`src/rtl/fifo_arb_pkg.sv`:
```
// Shared types and helpers for the FIFO write-port arbiter and its round-robin picker.
package fifo_arb_pkg;

    typedef enum logic {
        IDLE  = 1'b0,
        BURST = 1'b1
    } arb_state_e;

    localparam int unsigned DEFAULT_DW = 48;

    // One-hot (up to 8 lanes) to binary index; an all-zero input maps to 0.
    function automatic logic [2:0] onehot_to_idx(input logic [7:0] oh);
        logic [2:0] idx;
        idx = '0;
        for (int i = 0; i < 8; i++) begin
            if (oh[i]) idx = idx | 3'(i);
        end
        return idx;
    endfunction

endpackage

```
`src/rtl/fifo_wr_arbiter_if.sv`:
```
// Requester/FIFO-side bundle of the write-port arbiter; master is the arbiter, slave the surroundings.
interface fifo_wr_arbiter_if
    import fifo_arb_pkg::*;
#(
    parameter int unsigned N  = 4,
    parameter int unsigned DW = DEFAULT_DW
);
    localparam int unsigned IW = $clog2(N);

    logic [N-1:0]    i_req_valid;
    logic [N*DW-1:0] i_req_data;
    logic [N-1:0]    o_req_ready;
    logic            i_fifo_full;
    logic            i_fifo_almst_full;
    logic            o_fifo_wr_en;
    logic [DW-1:0]   o_fifo_data;
    logic [N-1:0]    o_grant;
    logic [IW-1:0]   o_grant_id;

    modport master (
        input  i_req_valid, i_req_data, i_fifo_full, i_fifo_almst_full,
        output o_req_ready, o_fifo_wr_en, o_fifo_data, o_grant, o_grant_id
    );

    modport slave (
        output i_req_valid, i_req_data, i_fifo_full, i_fifo_almst_full,
        input  o_req_ready, o_fifo_wr_en, o_fifo_data, o_grant, o_grant_id
    );

endinterface

```
`src/rtl/rr_pick.sv`:
```
// Combinational round-robin picker: first set request strictly after i_ptr, wrapping around.
module rr_pick
    import fifo_arb_pkg::*;
#(
    parameter int unsigned N = 4,
    localparam int unsigned IW = $clog2(N)
) (
    input  logic [N-1:0]  i_req,
    input  logic [IW-1:0] i_ptr,
    output logic [N-1:0]  o_gnt,
    output logic [IW-1:0] o_gnt_idx
);

    logic          found;
    logic [IW-1:0] pos;

    always_comb begin
        o_gnt = '0;
        found = 1'b0;
        pos   = '0;
        for (int unsigned i = 1; i <= N; i++) begin
            pos = IW'((32'(i_ptr) + i) % N);
            if (!found && i_req[pos]) begin
                found      = 1'b1;
                o_gnt[pos] = 1'b1;
            end
        end
    end

    assign o_gnt_idx = IW'(onehot_to_idx(8'(o_gnt)));

endmodule

```
`src/rtl/fifo_wr_arbiter.sv`:
```
// Round-robin, burst-bounded arbiter sharing one FIFO write port among N requesters.
module fifo_wr_arbiter
    import fifo_arb_pkg::*;
#(
    parameter int unsigned N         = 4,
    parameter int unsigned DW        = DEFAULT_DW,
    parameter int unsigned MAX_BURST = 4
) (
    input  logic              i_clk,
    input  logic              i_rst,
    fifo_wr_arbiter_if.master bus
);

    localparam int unsigned   IW        = $clog2(N);
    localparam int unsigned   CW        = $clog2(MAX_BURST + 1);
    localparam logic [CW-1:0] LAST_BEAT = CW'(MAX_BURST - 1);
    localparam logic [IW-1:0] PTR_RST   = IW'(N - 1);

    arb_state_e    state_q, state_d;
    logic [N-1:0]  grant_q, grant_d;
    logic [IW-1:0] grant_id_q, grant_id_d;
    logic [IW-1:0] ptr_q, ptr_d;
    logic [CW-1:0] cnt_q, cnt_d;
    logic          wr_en_q, wr_en_d;
    logic [DW-1:0] data_q, data_d;

    logic          in_burst;
    logic          stall;
    logic          owner_valid;
    logic          accept;
    logic          release_c;
    logic          any_req;
    logic [DW-1:0] owner_data;
    logic [IW-1:0] pick_ptr;
    logic [N-1:0]  pick_gnt;
    logic [IW-1:0] pick_idx;

    assign in_burst    = (state_q == BURST);
    assign stall       = bus.i_fifo_full | bus.i_fifo_almst_full;
    assign owner_valid = |(bus.i_req_valid & grant_q);
    assign accept      = in_burst & ~stall & owner_valid;
    assign any_req     = |bus.i_req_valid;
    // A vanished owner releases even while stalled; a full burst releases only on its last beat.
    assign release_c   = in_burst & (~owner_valid | (accept & (cnt_q == LAST_BEAT)));
    assign pick_ptr    = in_burst ? grant_id_q : ptr_q;

    always_comb begin
        owner_data = '0;
        for (int unsigned k = 0; k < N; k++) begin
            if (grant_q[k]) owner_data = owner_data | bus.i_req_data[k*DW +: DW];
        end
    end

    rr_pick #(.N(N)) u_pick (
        .i_req     (bus.i_req_valid),
        .i_ptr     (pick_ptr),
        .o_gnt     (pick_gnt),
        .o_gnt_idx (pick_idx)
    );

    always_comb begin
        state_d    = state_q;
        grant_d    = grant_q;
        grant_id_d = grant_id_q;
        ptr_d      = ptr_q;
        cnt_d      = cnt_q;
        wr_en_d    = accept;
        data_d     = accept ? owner_data : data_q;
        unique case (state_q)
            IDLE: begin
                if (any_req) begin
                    state_d    = BURST;
                    grant_d    = pick_gnt;
                    grant_id_d = pick_idx;
                    cnt_d      = '0;
                end
            end
            BURST: begin
                if (accept) cnt_d = cnt_q + CW'(1);
                if (release_c) begin
                    ptr_d = grant_id_q;
                    cnt_d = '0;
                    if (any_req) begin
                        grant_d    = pick_gnt;
                        grant_id_d = pick_idx;
                    end else begin
                        state_d    = IDLE;
                        grant_d    = '0;
                        grant_id_d = '0;
                    end
                end
            end
            default: state_d = IDLE;
        endcase
    end

    always_ff @(posedge i_clk or posedge i_rst) begin
        if (i_rst) begin
            state_q    <= IDLE;
            grant_q    <= '0;
            grant_id_q <= '0;
            ptr_q      <= PTR_RST;
            cnt_q      <= '0;
            wr_en_q    <= 1'b0;
            data_q     <= '0;
        end else begin
            state_q    <= state_d;
            grant_q    <= grant_d;
            grant_id_q <= grant_id_d;
            ptr_q      <= ptr_d;
            cnt_q      <= cnt_d;
            wr_en_q    <= wr_en_d;
            data_q     <= data_d;
        end
    end

    assign bus.o_req_ready  = grant_q & {N{in_burst & ~stall}};
    assign bus.o_fifo_wr_en = wr_en_q;
    assign bus.o_fifo_data  = data_q;
    assign bus.o_grant      = grant_q;
    assign bus.o_grant_id   = grant_id_q;

endmodule

```
`src/flat_wrapper.sv`:
```
// flat-port wrapper written by rule: the top's interface ports become plain ports
module fifo_wr_arbiter_flat import fifo_arb_pkg::*;
#(
    parameter int unsigned N         = 4,
    parameter int unsigned DW        = DEFAULT_DW,
    parameter int unsigned MAX_BURST = 4
)
  (i_clk, i_rst, bus_i_req_valid, bus_i_req_data, bus_i_fifo_full, bus_i_fifo_almst_full, bus_o_req_ready, bus_o_fifo_wr_en, bus_o_fifo_data, bus_o_grant, bus_o_grant_id);
  fifo_wr_arbiter_if #(.N(N), .DW(DW)) bus_i ();
  input  logic i_clk;
  input  logic i_rst;
  input wire logic [$bits(bus_i.i_req_valid)-1:0] bus_i_req_valid;
  input wire logic [$bits(bus_i.i_req_data)-1:0] bus_i_req_data;
  input wire logic [$bits(bus_i.i_fifo_full)-1:0] bus_i_fifo_full;
  input wire logic [$bits(bus_i.i_fifo_almst_full)-1:0] bus_i_fifo_almst_full;
  output wire logic [$bits(bus_i.o_req_ready)-1:0] bus_o_req_ready;
  output wire logic [$bits(bus_i.o_fifo_wr_en)-1:0] bus_o_fifo_wr_en;
  output wire logic [$bits(bus_i.o_fifo_data)-1:0] bus_o_fifo_data;
  output wire logic [$bits(bus_i.o_grant)-1:0] bus_o_grant;
  output wire logic [$bits(bus_i.o_grant_id)-1:0] bus_o_grant_id;
  assign bus_i.i_req_valid = bus_i_req_valid;
  assign bus_i.i_req_data = bus_i_req_data;
  assign bus_i.i_fifo_full = bus_i_fifo_full;
  assign bus_i.i_fifo_almst_full = bus_i_fifo_almst_full;
  assign bus_o_req_ready = bus_i.o_req_ready;
  assign bus_o_fifo_wr_en = bus_i.o_fifo_wr_en;
  assign bus_o_fifo_data = bus_i.o_fifo_data;
  assign bus_o_grant = bus_i.o_grant;
  assign bus_o_grant_id = bus_i.o_grant_id;
  fifo_wr_arbiter #(.N(N), .DW(DW), .MAX_BURST(MAX_BURST)) u_core (.i_clk(i_clk), .i_rst(i_rst), .bus(bus_i));
endmodule
```
`config.mk`:
```
export PLATFORM = sky130hd
export DESIGN_NAME = fifo_wr_arbiter_flat
export DESIGN_NICKNAME = d
export VERILOG_FILES = /design/src/rtl/fifo_arb_pkg.sv /design/src/rtl/fifo_wr_arbiter_if.sv /design/src/rtl/rr_pick.sv /design/src/rtl/fifo_wr_arbiter.sv /design/src/flat_wrapper.sv
export SDC_FILE = /design/constraint.sdc
export NUM_CORES = 1
export LEC_CHECK = 0
export CAP_MARGIN = 20
export CORE_ASPECT_RATIO = 0.7
export CORE_UTILIZATION = 39
export CTS_BUF_LIST = sky130_fd_sc_hd__clkbuf_2 sky130_fd_sc_hd__clkbuf_4 sky130_fd_sc_hd__clkbuf_8
export DETAILED_ROUTE_END_ITERATION = 8
export HOLD_SLACK_MARGIN = 0.02
export PLACE_DENSITY = 0.9
export SLEW_MARGIN = 20
export SYNTH_ARGS = -nofsm -noshare
export SYNTH_HDL_FRONTEND = slang
export SYNTH_HIERARCHICAL = 1
export SYNTH_SLANG_ARGS = --single-unit
```
`constraint.sdc`:
```
create_clock -name i_clk -period 4.4 [get_ports i_clk]
set_clock_uncertainty 0.1 [all_clocks]
set_input_delay 0.88 -clock i_clk [delete_from_list [all_inputs] [get_ports i_clk]]
set_output_delay 0.88 -clock i_clk [all_outputs]
set_load 0.02 [all_outputs]
```
==> impl_metrics.json, run 1 <==
{
  "synth_area_um2": 3560,
  "post_drt_wl_per_cell_um": 18.4,
  "grtUsageMet3_pct": 6.64,
  "drt_iter0_markers": 250,
  "ir_drop_v": 0.000301,
  "gp_congestion": 1.00,
  "grt_pass1_wl_um": 19900,
  "power.density_nw_per_um2": 607,
  "synthFlopType": "dfrtp_1",
  "status": "finished, final reports clean",
  "postCtsSetupBuffers": 0,
  "firstDrtPassIters": 5,
  "setup_viol": 0,
  "yosys.area.top_type": "dfrtp_1",
  "h-tree-depth": 3,
  "rsz0062_at_grt": "false",
  "synth_edf_count": 0,
  "coreArea_um2": 8650,
  "fp.dieH_um": 81.9,
  "cts-buffers-inserted": 9,
  "cp.arrival_ns": 2.53,
  "max_slew.worst_pin.slew_ns": 1.03,
  "synth_nets": 576,
  "root_buffer": "clkbuf_8",
  "synth.area.top_cells": "dfrtp_1 (41%), a22oi_1 (20%), a31oi_1 (8.4%), nor2_1 (5.7%), ha_1 (3.5%)",
  "die-area_um2": 9520,
  "tritoncts": "yes",
  "relSlewSlack_pct": 31.5,
  "ys_warn_count": 6,
  "drive_gt1_share_pct": 7.22,
  "cts_sinks": 61,
  "cp_max_fo": 8,
  "cts_resized": 0,
  "num-nets-final": 814,
  "cts.hold.buffers_added": 0,
  "crit_slowest_cell": "clkdlybuf4s50_1",
  "finalHoldViolations": 0,
  "hold_path_class": "reg -> reg",
  "path_cells": "clkdlybuf4s50_1 -> nor2_1 -> and3_1 -> clkdlybuf4s50_1",
  "start_util_pct": 41.2,
  "cpPeakStageDelay_ns": 0.61,
  "portBuffers": 258,
  "slew_viol_final": 0,
  "synth_cell_types": 39,
  "grt_usage_pct": 27.7,
  "setup.worst_path.end_class": "output pin",
  "yosysSeqAreaShare_pct": 42.9,
  "use_met2_pct": 50.5,
  "cpMostUsedCell": "clkdlybuf4s50_1",
  "ant_nets": 0,
  "grt_overflow": 0,
  "area_growth_pct": 78.7,
  "required_ns": 3.42,
  "yosysTopAreaCellShare_pct": 41.5,
  "via_count": 4125,
  "netlist_top_cells_count": "a22oi_1 (97), dfrtp_1 (59), nor2_1 (54)",
  "viasPerCell": 5.66,
  "postSynthAreaPerCell_um2": 9.73,
  "setup-tns-final_ns": 0,
  "yosysMostFrequentCell": "a22oi_1",
  "fin_hold_ws_ns": 0.378,
  "synth-async-reset-ratio_pct": 100,
  "critical_path_class": "in -> out",
  "clk_pin_slew_worst_paths_ns": 0.06,
  "totalWireLength_um": 13400,
  "finalCritPeriodShare_pct": 79.8,
  "grt_start_max_net_pins": 53,
  "drc_errors": 0,
  "die-width_um": 116,
  "p_leak_nw": 2.45,
  "worstSkewPairLatency_ns": 0.33,
  "fmaxAchievable_mhz": 285,
  "antenna_found_initial": 0,
  "synth-seq-cells": 61,
  "dpl.hpwl_um": 9670,
  "clockBufferDepth": 2,
  "grt-busiest-layer": "met2",
  "pin_count": 259,
  "grt_pass1_vias": 4031,
  "period_minus_slack_ns": 3.51,
  "antenna_cells": 0,
  "grt_util_met1_pct": 31.8,
  "drv_cap": 0,
  "rows": 28,
  "start_kind": "input port",
  "syn_inst": 366
}
-- cells by family after synthesis --
logic type,Yosys count,synth area share (%)
compound gates,171,35.5
simple gates,73,9.00
flops,61,42.9
buf+inv,43,5.20
fa+ha+maj,10,3.51
mux,8,3.90
-- cell type report --
cell class,instances,area (um2)
timing repair buffer,262,2610
fill,630,2290
multi-input combinational,262,1850
sequential,61,1530
clock buffer,12,159
tap,120,150
inverter,8,30.0
clock inverter,4,22.5
-- per-stage QoR --
stage	util, %	setup slack (ns)	area (um2)	std cells	total power (W)
after global placement	71.4	0.994	6180	713	0.00330
after detailed placement	71.4	0.934	6180	713	0.00339
after CTS	73.5	0.909	6360	729	0.00386
after floorplan	-	1.54	3560	366	0.00240
final	73.5	0.887	6360	729	0.00386
after global routing	73.5	0.843	6360	729	0.00411
-- registers in the layout, indices dropped and copies added (netlist names) --
signal	cells
u_core/bus.o_fifo_data	48
u_core/bus.o_grant	4
u_core/cnt_q	3
u_core/bus.o_grant_id	2
u_core/ptr_q	2
u_core/bus.o_fifo_wr_en	1
u_core/in_burst	1
-- placed cells by master (no fill, tap or decap), drive strengths merged, types with 3 or more instances in the layout --
cell / Yosys / layout
clkdlybuf4s50: 0 / 258
a22oi: 99 / 99
dfrtp: 59 / 59
nor2: 54 / 54
a31oi: 49 / 49
clkbuf: 24 / 12
ha: 10 / 10
inv: 8 / 8
a22o: 6 / 6
nand2: 5 / 5
mux2: 4 / 4
and3: 4 / 4
buf: 11 / 4
mux4: 4 / 4
clkinv: 0 / 3
o22ai: 3 / 3
a221oi: 3 / 3
o21ai: 3 / 3
-- report_power, final --
group | switching (W) | total (W) | internal, W
registers | 0.000369 | 0.00120 | 0.000828
clock network | 0.000214 | 0.000453 | 0.000238
logic | 0.00110 | 0.00221 | 0.00111
total | 0.00169 | 0.00386 | 0.00217
-- layer usage --
layer	vias to the layer above	part of all wire (%)
met5	-	0
met4	0	2.0
met3	29	9.2
met2	249	50
met1	1935	39
li1	1912	-
-- final timing paths --
| kind | from | to | slack (ns) | cells after the start |
|---|---|---|---|---|
| worst max-delay path | bus_i_fifo_almst_full | bus_o_req_ready[3] | 0.89 | 4 |
| worst min-delay path | u_core/cnt_q[2] | u_core/cnt_q[2] | 0.38 | 1 |
| worst max register to register | u_core/in_burst | u_core/bus.o_grant_id[0] | 1.19 | 8 |
| worst min register to register | u_core/cnt_q[2] | u_core/cnt_q[2] | 0.38 | 1 |
| max in group asynchronous | i_rst | u_core/ptr_q[1] | 2.43 | 3 |
| min in group asynchronous | i_rst | u_core/bus.o_fifo_data[45] | 0.91 | 2 |
-- worst max-delay path, delay by kind of cell --
family	cells	cell delay (ns)
buffers and inverters	2	1.03
and+or+nand+nor	2	0.62
Note: power is estimated with default switching activity, not from simulation.
==> run 2: changes to the inputs <==
Settings changed: CORE_UTILIZATION 39 to 36, PLACE_DENSITY 0.9 to 0.84.
Clock period 4.4 ns to 3.3 ns, I/O delays scaled along.
==> impl_metrics.json, run 2 (synthesis gave the netlist of run 1 again) <==
{
  "postCtsSetupBuffers": 0,
  "status": "finished, final reports clean",
  "register_area_um2": 1530,
  "max_slew.worst_pin.slew_ns": 0.672,
  "firstDrtPassIters": 5,
  "ir_drop_v": 0.000346,
  "die-area_um2": 10300,
  "cts_resized": 0,
  "worstSkewPairLatency_ns": 0.32,
  "p_seq_share_pct": 25.9,
  "power.density_nw_per_um2": 820,
  "antenna_cells": 0,
  "clk_pin_slew_worst_paths_ns": 0.07,
  "dpl.hpwl_um": 10300,
  "layout_commonest_cell": "clkdlybuf4s50_1",
  "path_cells": "clkdlybuf4s50_1 -> nor2_1 -> and3_1 -> clkdlybuf4s50_1",
  "hold_path_class": "reg -> reg",
  "start_kind": "input port",
  "grt_pass1_vias": 4115,
  "fp.dieH_um": 85.2,
  "start_util_pct": 38.2,
  "relSlewSlack_pct": 55.2,
  "intPower_w": 0.00304,
  "finalHoldViolations": 0,
  "cpMostUsedCell": "clkdlybuf4s50_1",
  "r2r_slack_ns": 0.29,
  "antenna_found_initial": 0,
  "clockBufferDepth": 2,
  "largest_reg_flops": 48,
  "grt_overflow": 0,
  "swShare_pct": 42.6,
  "fill_cells": 706,
  "cp_max_fo": 8,
  "gp_congestion": 0.952,
  "rsz0062_at_grt": "false",
  "via_count": 4101,
  "crit_slowest_cell": "clkdlybuf4s50_1",
  "area_growth_pct": 81.3,
  "cts-buffers-inserted": 9,
  "placed_cell_area_um2": 6240,
  "setup.worst_path.end_class": "output pin",
  "drive_gt1_share_pct": 7.98,
  "pwr-share-comb_pct": 60.4,
  "rows": 29,
  "tritoncts": "yes",
  "num-nets-final": 819,
  "critical_path_class": "in -> out",
  "p_switching_w": 0.00225,
  "portBuffers": 258,
  "grt_start_max_net_pins": 71,
  "h-tree-depth": 3,
  "multiInputGateArea_um2": 1850,
  "post_drt_wl_per_cell_um": 18.5,
  "coreArea_um2": 9330,
  "die-width_um": 121,
  "required_ns": 2.54,
  "cp.arrival_ns": 2.28,
  "p_leak_nw": 2.48,
  "drc_errors": 0,
  "final_cell_area_um2": 6450,
  "final_util_pct": 69.2,
  "final_cell_mix": "clkdlybuf4s50_1 (258), a22oi_1 (97), dfrtp_1 (55)",
  "fmaxAchievable_mhz": 329,
  "grt_pass1_wl_um": 20700,
  "setup_viol": 0,
  "drv_cap": 0,
  "clockPowerShare_pct": 13.7,
  "totalWireLength_um": 13600,
  "cts_sinks": 61,
  "ant_nets": 0,
  "period_minus_slack_ns": 3.04,
  "cts.hold.buffers_added": 0,
  "root_buffer": "clkbuf_8",
  "cpPeakStageDelay_ns": 0.60,
  "setup-tns-final_ns": 0,
  "drt_iter0_markers": 257,
  "slew_viol_final": 0,
  "pin_count": 259,
  "finalCritPeriodShare_pct": 92.0,
  "viasPerCell": 5.56,
  "grt_usage_pct": 26.0
}
## run 2: cell count changes in the layout (fill, tap and decap cells not counted)
cell and delta:
buf_12 +1, clkbuf_8 -2, buf_4 +4, clkinv_2 -2, bufinv_16 +2, clkinvlp_4 +2
## run 2: layout make-up
cell class / instances / share of cell area (%)
clock buffer: 10 / 2.04
clock inverter: 6 / 1.36
inverter: 8 / 0.465
multi-input combinational: 262 / 28.7
sequential: 61 / 23.8
tap: 124 / 2.40
timing repair buffer: 267 / 41.2
## run 2: final timing paths
| check | startpoint | to | cells after the start |
|---|---|---|---|
| setup / recovery | bus_i_fifo_almst_full | bus_o_req_ready[3] | 4 |
| setup reg to reg | u_core/in_burst | u_core/bus.o_grant_id[1] | 8 |
| hold / removal | u_core/cnt_q[2] | u_core/cnt_q[2] | 1 |
| hold reg to reg | u_core/cnt_q[2] | u_core/cnt_q[2] | 1 |
| min in group asynchronous | i_rst | u_core/bus.o_fifo_data[37] | 2 |
| max in group asynchronous | i_rst | u_core/bus.o_fifo_data[21] | 3 |
## run 2: worst max-delay path: cells and delay by family
family | cells | cell delay (ns)
buffers and inverters | 2 | 1.02
and+or+nand+nor | 2 | 0.60
## run 2: per-stage QoR
stage | total power [W] | std cells | hold slack (ns) | setup slack [ns]
2_1_floorplan | 0.00320 | 366 | 0.350 | 0.438
3_3_place_gp | 0.00447 | 722 | 0.368 | 0.350
3_5_place_dp | 0.00456 | 722 | 0.381 | 0.265
4_1_cts | 0.00532 | 738 | 0.401 | 0.262
5_1_grt | 0.00563 | 738 | 0.417 | 0.148
6_report | 0.00529 | 738 | 0.395 | 0.264
## run 2: power by group through the flow
stage | Combinational (W) | Sequential (W) | Clock (W)
floorplan | 0.00151 | 0.00169 | 0
global placement | 0.00310 | 0.00136 | 0
detailed placement | 0.00318 | 0.00139 | 0
CTS | 0.00319 | 0.00137 | 0.000748
global route | 0.00342 | 0.00142 | 0.000788
finish | 0.00320 | 0.00137 | 0.000724
## run 2: per-layer routing
| layer | global-route usage [%] | vias up | part of all wire (%) | routed length, um |
|---|---|---|---|---|
| li1 | - | 1929 | - | - |
| met2 | 46.6 | 202 | 51 | 6930 |
| met4 | 8.42 | 0 | 1.7 | 236 |
| met3 | 5.98 | 20 | 7.9 | 1080 |
| met5 | 0 | - | 0 | 0 |
| met1 | 30.6 | 1950 | 40 | 5400 |
==> RTL change 1 (settings of run 1) <==
Set the package constant `DEFAULT_DW` to 96 (it was 48).
--- a/src/rtl/fifo_arb_pkg.sv
+++ b/src/rtl/fifo_arb_pkg.sv
@@ -6,7 +6,7 @@
         BURST = 1'b1
     } arb_state_e;
 
-    localparam int unsigned DEFAULT_DW = 48;
+    localparam int unsigned DEFAULT_DW = 96;
 
     // One-hot (up to 8 lanes) to binary index; an all-zero input maps to 0.
     function automatic logic [2:0] onehot_to_idx(input logic [7:0] oh);
Interface: changed (resized bus_i_req_data and bus_o_fifo_data); port bits go from 259 to 499. No check against the original RTL was run, so the function may have changed too.
==> RTL change 1 against run 1 <==
The flow now stops in 3_2_place_iop. Synthesized cell count increased by 76%. Synthesized area rose by 73%.
==> RTL change 1: results (changes against run 1) <==
[synth]
yosys_warnings = 6  ; unchanged
syn_inst = 644  ; was 366
synth.top_cells.by_area = dfrtp_1, a22oi_1, a31oi_1  ; unchanged
ys_seq_area_frac = 0.443  ; was 0.429
synth_top_area_cell = dfrtp_1  ; unchanged
synth_commonest_cells = a22oi_1, dfrtp_1, nor2_1, a31oi_1, clkbuf_1  ; unchanged
muxShareOfSynthArea = 0.0241  ; was 0.0390
synth_edf_count = 0  ; unchanged
ys_seq_elements = 109  ; was 61
yosys.cell_types.count = 37  ; was 39
yosys.area_share.adder = 0.0203  ; was 0.0351
synth_compound_area_frac = 0.366  ; was 0.355
synth-xor-area-share = 0  ; unchanged
syn_nets = 1046  ; was 576
async_reset_ff_frac = 1.00  ; unchanged

[floorplanning]
die_w_um = 152  ; was 116 µm

[run_status]
first-error = [ERROR PPL-0024] Number of IO pins (499) exceeds maximum number of available positions (478). Increase the die perimeter from 518.97um to 678.64um.
outcome = aborted with a tool error  ; was finished clean
failing_step = 3_2_place_iop

[RTL change 1: cell types whose count changed after synthesis, moves of 3 or more]
cell / run 1 / this run
a21oi_1: 0 / 3
a22oi_1: 97 / 194
a31oi_1: 48 / 97
and2_1: 0 / 4
and3_1: 4 / 0
buf_4: 4 / 8
buf_6: 0 / 9
clkbuf_1: 24 / 40
dfrtp_1: 59 / 107
nand2_1: 5 / 8
nor2_1: 54 / 103
[RTL change 1: logic make-up after synthesis]
group	after synthesis
AO/OA/AOI/OAI	315
AND/OR/NAND/NOR	125
multiplexers	9
adder cells (fa/ha/maj)	10
buffers and inverters	76
flip-flops	109
==> RTL change 2 (flow settings as in run 1) <==
Made on the original files. Make the reset (`i_rst`) synchronous in one clocked block.
--- a/src/rtl/fifo_wr_arbiter.sv
+++ b/src/rtl/fifo_wr_arbiter.sv
@@ -94,7 +94,7 @@
         endcase
     end
 
-    always_ff @(posedge i_clk or posedge i_rst) begin
+    always_ff @(posedge i_clk) begin
         if (i_rst) begin
             state_q    <= IDLE;
             grant_q    <= '0;
Formal check against the unedited RTL: differs if i_rst is asserted again (counterexample within 4 cycles, from zero or initial values and one cycle with i_rst high); with i_rst held inactive, the same outputs for 4 cycles.
==> RTL change 2 against run 1 <==
Register-to-register slack improved by 290 ps. Maximum frequency decreased by 2.6%. Synthesized area increased by 5.7%. Setup slack got worse by 94 ps. Total power decreased by 36%. Routed wire length increased by 3.6%. Sequential cell count unchanged. Cell area increased by 2.6%. Critical path type unchanged. Highest routed layer unchanged.
==> RTL change 2: results (changes against run 1) <==
[run_status]
outcome = finished clean  ; unchanged

[layout]
drive_gt1_frac = 0.141  ; was 0.0722
nets = 824  ; was 814
final_cells = 743  ; was 729

[synth]
synth.top_cells.by_area = dfxtp_1, a22oi_1, a311oi_2  ; was dfrtp_1, a22oi_1, a31oi_1
syn_inst = 379  ; was 366
async_reset_ff_frac = 0  ; was 1.00
yosys.cell_types.count = 35  ; was 39
ys.flop_type = dfxtp_1  ; was dfrtp_1
ys_seq_area_frac = 0.324  ; was 0.429

[setup_path]
worst_ep_arrival_time_ps = 2630  ; was 2530 ps
rrSetupSlack_ps = 1480  ; was 1190 ps
timing.rr.end = u_core/bus.o_grant_id[0]  ; unchanged
critPathMaxFanout = 6  ; was 8

[global_route]
grt_max_degree = 50  ; was 53
grt_pass1_vias = 4267  ; was 4,031
grt_pass1_wl_mm = 21.6  ; was 19.9 mm
grt_use_total = 0.273  ; was 0.277

[placed_design]
place.gp.congestion = 0.808  ; was 1.00
hpwl_mm = 10.3  ; was 9.67 mm
dp_cells = 727  ; was 713

[route]
drt_iter0_markers = 296  ; was 250
num_vias = 4245  ; was 4,125

[power]
p_int_uw = 1510  ; was 2170 µW
vdd_drop_max_uv = 179  ; was 301 µV
leakage_uw = 0.00212  ; was 0.00245 µW

[min_path]
worstHoldPathCells = 2  ; was 1
min_from = u_core/cnt_q[1]  ; was u_core/cnt_q[2]

[sta]
maxSlewHeadroom = 0.488  ; was 0.315

RTL change 2: layout make-up:
cell class / count / area, µm²
Sequential cell: 61 / 1230
Fill cell: 668 / 2690
Multi-Input combinational cell: 270 / 2290
Clock inverter: 4 / 47.5
Clock buffer: 12 / 153
Tap cell: 124 / 155
Timing Repair Buffer: 265 / 2630
Inverter: 7 / 26.3
RTL change 2: power groups by stage:
stage	Clock (µW)	Sequential (µW)	Combinational [µW]
floorplan	0	743	759
global placement	0	708	1220
detailed placement	0	715	1270
CTS	510	703	1270
global route	539	713	1370
finish	499	701	1280
RTL change 2: critical path, stage by stage:
cell	delay, ps
clkdlybuf4s50_1	430
nor3b_1	460
and2_1	220
clkdlybuf4s50_1	630
RTL change 2: how the worst max path moves through the flow:
stage	slack (ps)	from	to	cells past startpoint
2_1_floorplan	1720	u_core/bus.o_grant_id[0]	u_core/bus.o_grant_id[0]	8
3_3_place_gp	900	bus_i_fifo_almst_full	bus_o_req_ready[3]	4
3_5_place_dp	820	bus_i_fifo_almst_full	bus_o_req_ready[2]	4
4_1_cts	810	bus_i_fifo_almst_full	bus_o_req_ready[2]	4
5_1_grt	670	bus_i_fifo_almst_full	bus_o_req_ready[2]	4
6_report	790	bus_i_fifo_almst_full	bus_o_req_ready[2]	4
RTL change 2: metal layers:
layer,GRT usage,share of wire,up-vias
li1,-,-,1986
met5,0,0,-
met1,0.322,0.40,2008
met2,0.478,0.49,217
met3,0.0584,0.081,34
met4,0.122,0.026,0
RTL change 2: through the flow:
step / instance area (µm²) / total power [µW] / utilization / setup slack [ps] / hold slack [ps]
final: 6530 / 2480 / 0.708 / 793 / 383
after global placement: 6330 / 1930 / 0.687 / 897 / 357
after floorplan: 3760 / 1500 / - / 1720 / 350
after global routing: 6530 / 2630 / 0.708 / 667 / 408
after detailed placement: 6330 / 1980 / 0.687 / 816 / 377
after CTS: 6530 / 2490 / 0.708 / 813 / 386
RTL change 2: cells by family (layout without fill, tap and decap cells):
family                   Yosys count  in the layout  synth area share
AO/OA/AOI/OAI                    174            174             0.448
adder cells (fa/ha/maj)           10             10            0.0332
buffers and inverters             48            288            0.0668
flip-flops                        61             61             0.324
multiplexers                       8              8            0.0362
AND/OR/NAND/NOR                   78             78            0.0914
